[src/rtl/vga_timing_pkg.sv]
// 640x480@60 VGA timing constants shared by the timing generator and the
// receive-side sync decoder, plus the decoder's lock state encoding.
package vga_timing_pkg;

  localparam int VGA_H_ACTIVE = 640;
  localparam int VGA_H_FP     = 16;
  localparam int VGA_H_SYNC   = 96;
  localparam int VGA_H_BP     = 48;
  localparam int VGA_H_TOTAL  = 800;

  localparam int VGA_V_ACTIVE = 480;
  localparam int VGA_V_FP     = 10;
  localparam int VGA_V_SYNC   = 2;
  localparam int VGA_V_BP     = 33;
  localparam int VGA_V_TOTAL  = 525;

  // Timing counters and measurements are 10 bits wide and saturate at all-ones.
  localparam int              CNT_W   = 10;
  localparam logic [CNT_W-1:0] CNT_MAX = '1;

  typedef enum logic [1:0] {
    LOCK_UNLOCKED = 2'd0,
    LOCK_CHECK    = 2'd1,
    LOCK_LOCKED   = 2'd2
  } lock_state_t;

  // Increment that sticks at CNT_MAX so a missing sync reads as "too long".
  function automatic logic [CNT_W-1:0] sat_inc(input logic [CNT_W-1:0] v);
    return (v == CNT_MAX) ? v : v + 10'd1;
  endfunction

endpackage

[src/rtl/sync_edge_detect.sv]
// Registers one active-low sync input and flags its falling edge. Both
// registers reset high (sync idle) so reset never produces a false edge.
module sync_edge_detect (
  input  logic i_clk_25mhz,
  input  logic i_rst,
  input  logic i_sync,
  output logic o_fall
);

  logic sync_q;
  logic prev_q;

  // Input register followed by the previous-value register for edge detection.
  always_ff @(posedge i_clk_25mhz) begin
    // NOTE: non-blocking assignments let prev_q capture the old sync_q on the
    // same edge; blocking here would collapse the two stages into one.
    if (i_rst) begin
      sync_q <= 1'b1;
      prev_q <= 1'b1;
    end else begin
      sync_q <= i_sync;
      prev_q <= sync_q;
    end
  end

  assign o_fall = prev_q & ~sync_q;

endmodule

[src/rtl/vga_sync_decoder.sv]
// Receive-side VGA decoder: turns active-low HSYNC/VSYNC plus 4:4:4 RGB back
// into pixel coordinates and a valid strobe, measures line/frame timing and
// reports lock against the nominal timing.
module vga_sync_decoder
  import vga_timing_pkg::*;
#(
  parameter int H_ACTIVE = VGA_H_ACTIVE,
  parameter int H_SYNC   = VGA_H_SYNC,
  parameter int H_BP     = VGA_H_BP,
  parameter int H_TOTAL  = VGA_H_TOTAL,
  parameter int V_ACTIVE = VGA_V_ACTIVE,
  parameter int V_SYNC   = VGA_V_SYNC,
  parameter int V_BP     = VGA_V_BP,
  parameter int V_TOTAL  = VGA_V_TOTAL
) (
  input  logic        i_clk_25mhz,
  input  logic        i_rst,
  input  logic        i_hsync,
  input  logic        i_vsync,
  input  logic [3:0]  i_red,
  input  logic [3:0]  i_green,
  input  logic [3:0]  i_blue,
  output logic [9:0]  o_x,
  output logic [9:0]  o_y,
  output logic        o_valid,
  output logic [11:0] o_rgb,
  output logic        o_sof,
  output logic [9:0]  o_h_total,
  output logic [9:0]  o_v_total,
  output logic        o_locked
);

  localparam logic [9:0] H_START = 10'(H_SYNC + H_BP);
  localparam logic [9:0] H_END   = 10'(H_SYNC + H_BP + H_ACTIVE - 1);
  localparam logic [9:0] V_START = 10'(V_SYNC + V_BP);
  localparam logic [9:0] V_END   = 10'(V_SYNC + V_BP + V_ACTIVE - 1);
  localparam logic [9:0] H_TOT   = 10'(H_TOTAL);
  localparam logic [9:0] V_TOT   = 10'(V_TOTAL);

  logic        hs_fall;
  logic        vs_fall;
  logic [11:0] rgb_q;
  logic [9:0]  h_cnt;
  logic [9:0]  v_cnt;
  logic [9:0]  h_meas;
  logic [9:0]  v_meas;
  logic [9:0]  h_nxt;
  logic [9:0]  v_nxt;
  logic        line_bad;
  logic        frame_ok;
  logic        bad_line_seen;
  logic        sync_lost;
  logic        active;
  logic        pix_valid;
  lock_state_t state;
  logic        good_cnt;

  sync_edge_detect u_hsync_edge (
    .i_clk_25mhz (i_clk_25mhz),
    .i_rst       (i_rst),
    .i_sync      (i_hsync),
    .o_fall      (hs_fall)
  );

  sync_edge_detect u_vsync_edge (
    .i_clk_25mhz (i_clk_25mhz),
    .i_rst       (i_rst),
    .i_sync      (i_vsync),
    .o_fall      (vs_fall)
  );

  // RGB input register, aligned with the sync input registers.
  always_ff @(posedge i_clk_25mhz) begin
    if (i_rst) rgb_q <= '0;
    else       rgb_q <= {i_red, i_green, i_blue};
  end

  // Position of the pixel currently in the input register, plus window and
  // measurement decode; h_nxt/v_nxt become h_cnt/v_cnt on the next edge.
  always_comb begin
    // NOTE: every output gets a default first so no path leaves one unassigned
    // and no latch is inferred.
    h_meas    = sat_inc(h_cnt);
    v_meas    = sat_inc(v_cnt);
    h_nxt     = hs_fall ? '0 : h_meas;
    v_nxt     = v_cnt;
    if (vs_fall)      v_nxt = '0;
    else if (hs_fall) v_nxt = v_meas;
    line_bad  = hs_fall && (h_meas != H_TOT);
    frame_ok  = (v_meas == V_TOT) && !bad_line_seen && !line_bad;
    sync_lost = (h_cnt == CNT_MAX) || (v_cnt == CNT_MAX);
    active    = (h_nxt >= H_START) && (h_nxt <= H_END) &&
                (v_nxt >= V_START) && (v_nxt <= V_END);
    pix_valid = active && (state == LOCK_LOCKED);
  end

  // Line/frame counters and the measured periods, sampled on each sync fall.
  always_ff @(posedge i_clk_25mhz) begin
    if (i_rst) begin
      h_cnt         <= CNT_MAX;
      v_cnt         <= CNT_MAX;
      bad_line_seen <= 1'b0;
      o_h_total     <= '0;
      o_v_total     <= '0;
    end else begin
      h_cnt <= h_nxt;
      v_cnt <= v_nxt;
      if (hs_fall) o_h_total <= h_meas;
      if (vs_fall) o_v_total <= v_meas;
      if (vs_fall)       bad_line_seen <= 1'b0;
      else if (line_bad) bad_line_seen <= 1'b1;
    end
  end

  // Lock FSM: two consecutive good frames to lock, any timing error drops it.
  always_ff @(posedge i_clk_25mhz) begin
    if (i_rst) begin
      state    <= LOCK_UNLOCKED;
      good_cnt <= 1'b0;
      o_locked <= 1'b0;
    end else begin
      case (state)
        LOCK_UNLOCKED: begin
          good_cnt <= 1'b0;
          if (vs_fall) state <= LOCK_CHECK;
        end
        LOCK_CHECK: begin
          if (vs_fall) begin
            if (!frame_ok) begin
              good_cnt <= 1'b0;
            end else if (good_cnt) begin
              state    <= LOCK_LOCKED;
              o_locked <= 1'b1;
              good_cnt <= 1'b0;
            end else begin
              good_cnt <= 1'b1;
            end
          end
        end
        LOCK_LOCKED: begin
          if (line_bad || (vs_fall && !frame_ok) || sync_lost) begin
            state    <= LOCK_UNLOCKED;
            o_locked <= 1'b0;
          end
        end
        default: begin
          state    <= LOCK_UNLOCKED;
          o_locked <= 1'b0;
          good_cnt <= 1'b0;
        end
      endcase
    end
  end

  // Output register: coordinates and colour update only for valid pixels.
  always_ff @(posedge i_clk_25mhz) begin
    if (i_rst) begin
      o_valid <= 1'b0;
      o_sof   <= 1'b0;
      o_x     <= '0;
      o_y     <= '0;
      o_rgb   <= '0;
    end else begin
      o_valid <= pix_valid;
      o_sof   <= pix_valid && (h_nxt == H_START) && (v_nxt == V_START);
      if (pix_valid) begin
        o_x   <= h_nxt - H_START;
        o_y   <= v_nxt - V_START;
        o_rgb <= rgb_q;
      end
    end
  end

endmodule
[config.mk]
export PLATFORM = sky130hd
export DESIGN_NAME = vga_sync_decoder
export DESIGN_NICKNAME = d
export VERILOG_FILES = /design/src/rtl/vga_timing_pkg.sv /design/src/rtl/sync_edge_detect.sv /design/src/rtl/vga_sync_decoder.sv
export SDC_FILE = /design/constraint.sdc
export NUM_CORES = 1
export LEC_CHECK = 0
export CAP_MARGIN = 15
export CORE_UTILIZATION = 45
export DETAILED_ROUTE_END_ITERATION = 8
export DONT_BUFFER_PORTS = 1
export GPL_ROUTABILITY_DRIVEN = 0
export HOLD_SLACK_MARGIN = 0.05
export PLACE_DENSITY = 0.63
export SLEW_MARGIN = 20
export SYNTH_ARGS = -nofsm -noshare
export SYNTH_HDL_FRONTEND = slang
export SYNTH_HIERARCHICAL = 1
export SYNTH_SLANG_ARGS = --single-unit
[constraint.sdc]
create_clock -name i_clk_25mhz -period 4.1 [get_ports i_clk_25mhz]
set_clock_uncertainty 0.1 [all_clocks]
set_input_delay 0.615 -clock i_clk_25mhz [delete_from_list [all_inputs] [get_ports i_clk_25mhz]]
set_output_delay 0.615 -clock i_clk_25mhz [all_outputs]
set_load 0.05 [all_outputs]
==> results_dict.tcl <==
set metrics [dict create \
    port_buffers 0 \
    clock_latency_ps 380 \
    leakage_nw 1.94 \
    drv_cap 0 \
    ctsResizeCount 0 \
    post-dp-hpwl_mm 7.03 \
    relSlewSlack 0.571 \
    cellPowerDensity_nw_per_um2 487 \
    worstPathCellList "ha_1 > nand2_1 > o31ai_1 > mux2i_1 > buf_4 > nor2_1 > ha_1 > inv_1 > a41o_1 > a21oi_2 > o221ai_2 > buf_4 > mux2i_1" \
    max_freq_mhz 289 \
    synth_top_cell_by_area "dfxtp_1" \
    drive_gt1_frac 0.0988 \
    synthCells 534 \
    finalCritPeriodShare 0.845 \
    cts_sinks 95 \
    avgSynthCellArea_sq_um 8.74 \
    hold_buffers 0 \
    dpl.cell_count 633 \
    crit_type "reg2reg" \
    slowest_stage "dfxtp_1" \
    synth_top_area_share 0.407 \
    die_y_um 104 \
    peakVddDrop_uv 186 \
    setup_violations 0 \
    htreeDepth 3 \
    ys_ff_latch 95 \
    finalPower_mw 2.39 \
    area.growth.synth_to_final_pct 4.82 \
    r2r_start "v_cnt[0]" \
    ant_nets 0 \
    syn_area_sq_um 4670 \
    cts_root_buffer "clkbuf_8" \
    status "completed" \
    synth_cell_types 72 \
    start_util 0.471 \
    cts.clk_slew.worst_paths_ps 100 \
    layout_commonest_cell "dfxtp_1" \
    die_x_um 104 \
    cp_slowest_stage_delay_ps 500 \
    pre_cts_slack_ps 695 \
    drt-vias-per-instance 5.59 \
    clock_path_buffers 2 \
    grt_max_degree 55 \
    synthArstFlopShare 0 \
    cp_top_family "compound AO/OA/AOI/OAI gates" \
    hold_start "i_rst" \
    ioPinCount 71 \
    cts_buffers 9 \
    grt_pass1_vias 3260 \
    min_path_type "in2reg" \
    worstMarginPinSlew_ps 640 \
    required_ps 4300 \
    grt_pass1_wl_mm 16.7 \
    track_usage 0.192 \
    reg2reg_setup_slack_ps 630 \
    cp-startpoint "v_cnt[0]" \
    timing.hold.ws_ps 204 \
    synth_edf_count 0 \
    dieArea_sq_um 10800 \
    arrival_ps 3670 \
    period_minus_slack_ps 3470 \
    final_cell_mix "dfxtp_1 (95), nand2_1 (76), nor2_1 (42), mux2i_1 (42), a21oi_1 (25)" \
    fp-row-count 36 \
    fillers 946 \
    synth_nets 556 \
    crit_path_max_fanout 17 \
    hold_viol_final 0 \
    core_area_sq_um 9910 \
    via_count 3628 \
    yosysSeqAreaShare 0.407 \
    yosysWarnings 6 \
    cp-end-kind "flop" \
    antenna_cells 0 \
    drt_wl_total_mm 10.0 \
    synth_ff_type "dfxtp_1" \
    drt_iter0_markers 303 \
    fin_nets 533 \
    layout.cells.non_filler 649 \
    setup_tns_ps 0 \
    cts_setup_buffers 0 \
    route.detailed.drc 0 \
    firstDrtPassIters 5 \
    maxSlewViolCount 0 \
    worst_slack_ps 635 \
    grt-ovfl-total 0 \
    wl_per_cell_um 15.5 \
    path_buf_inv 3 \
    rsz0062_at_grt "false" \
    start_kind "flop" \
    antenna_found_initial 0 \
    cts_tree "done" \
    synth.area.top_cells "dfxtp_1 (41%), mux2i_1 (9.0%), nand2_1 (6.1%)" \
]
metal layers:
| metal | track usage | vias up | routed length [um] |
|---|---|---|---|
| li1 | - | 1809 | - |
| met1 | 0.266 | 1664 | 4840 |
| met2 | 0.274 | 135 | 4210 |
| met3 | 0.0658 | 20 | 795 |
| met4 | 0.0735 | 0 | 191 |
| met5 | 0 | - | 0 |
logic make-up after synthesis:
group / synth area share
compound gates: 0.152
simple gates: 0.234
fa+ha+maj: 0.0161
buf+inv: 0.0640
xor+xnor: 0.0263
mux: 0.0997
flops: 0.407
synth_stat cells, types with 3 or more instances:
library cell / n
nand2b_1: 5
a311oi_2: 3
and3_1: 4
mux2_1: 3
ha_1: 6
o31a_1: 3
nand4_1: 6
or2_2: 7
and4_1: 3
or2_1: 4
a21oi_1: 25
o21ai_0: 19
nor2_1: 42
nor2b_1: 15
or3_1: 5
dfxtp_1: 95
o211ai_1: 3
buf_2: 10
buf_6: 7
clkbuf_1: 18
o31ai_1: 3
xor2_1: 4
xnor2_1: 10
and2_1: 3
a41oi_1: 3
a211oi_1: 5
nand3_1: 17
a31oi_1: 11
buf_1: 3
nor4_1: 5
nor3_1: 10
inv_1: 13
mux2i_1: 42
nand2_1: 76
report_power, final:
part           leakage (nW)  internal, mW  switching (mW)
Clock                 0.125         0.412           0.345
Sequential            0.778         0.977           0.136
Combinational          1.03         0.200           0.314
per-stage QoR:
step | utilization | instance area [sq um]
floorplan | - | 4670
global placement | 0.469 | 4650
detailed placement | 0.469 | 4650
CTS | 0.494 | 4890
global route | 0.494 | 4890
finish | 0.494 | 4890
state kept, by name, summed over array words and instances (netlist names), 2 cells and up:
| signal | count |
|---|---|
| state | 2 |
| o_y | 10 |
| h_cnt | 10 |
| o_v_total | 10 |
| o_x | 10 |
| rgb_q | 12 |
| v_cnt | 10 |
| o_h_total | 10 |
| o_rgb | 12 |
path summary, 6_finish.rpt:
path,to,depth (start not counted)
worst min register to register,u_hsync_edge/prev_q,1
worst max register to register,o_x[9],13
worst min-delay path,o_v_total[6],1
worst max-delay path,o_x[9],13
cell type report:
type                    count  area [sq um]  area share
flip-flops and latches     95          1900       0.389
multi-input cells         383          2470       0.504
repair buffers              7          52.6      0.0107
well taps                 133           166      0.0340
inverters                  15          56.3      0.0115
clock inverters             7           125      0.0256
clock buffers               9           124      0.0253
Note: power is estimated with default switching activity, not from simulation.
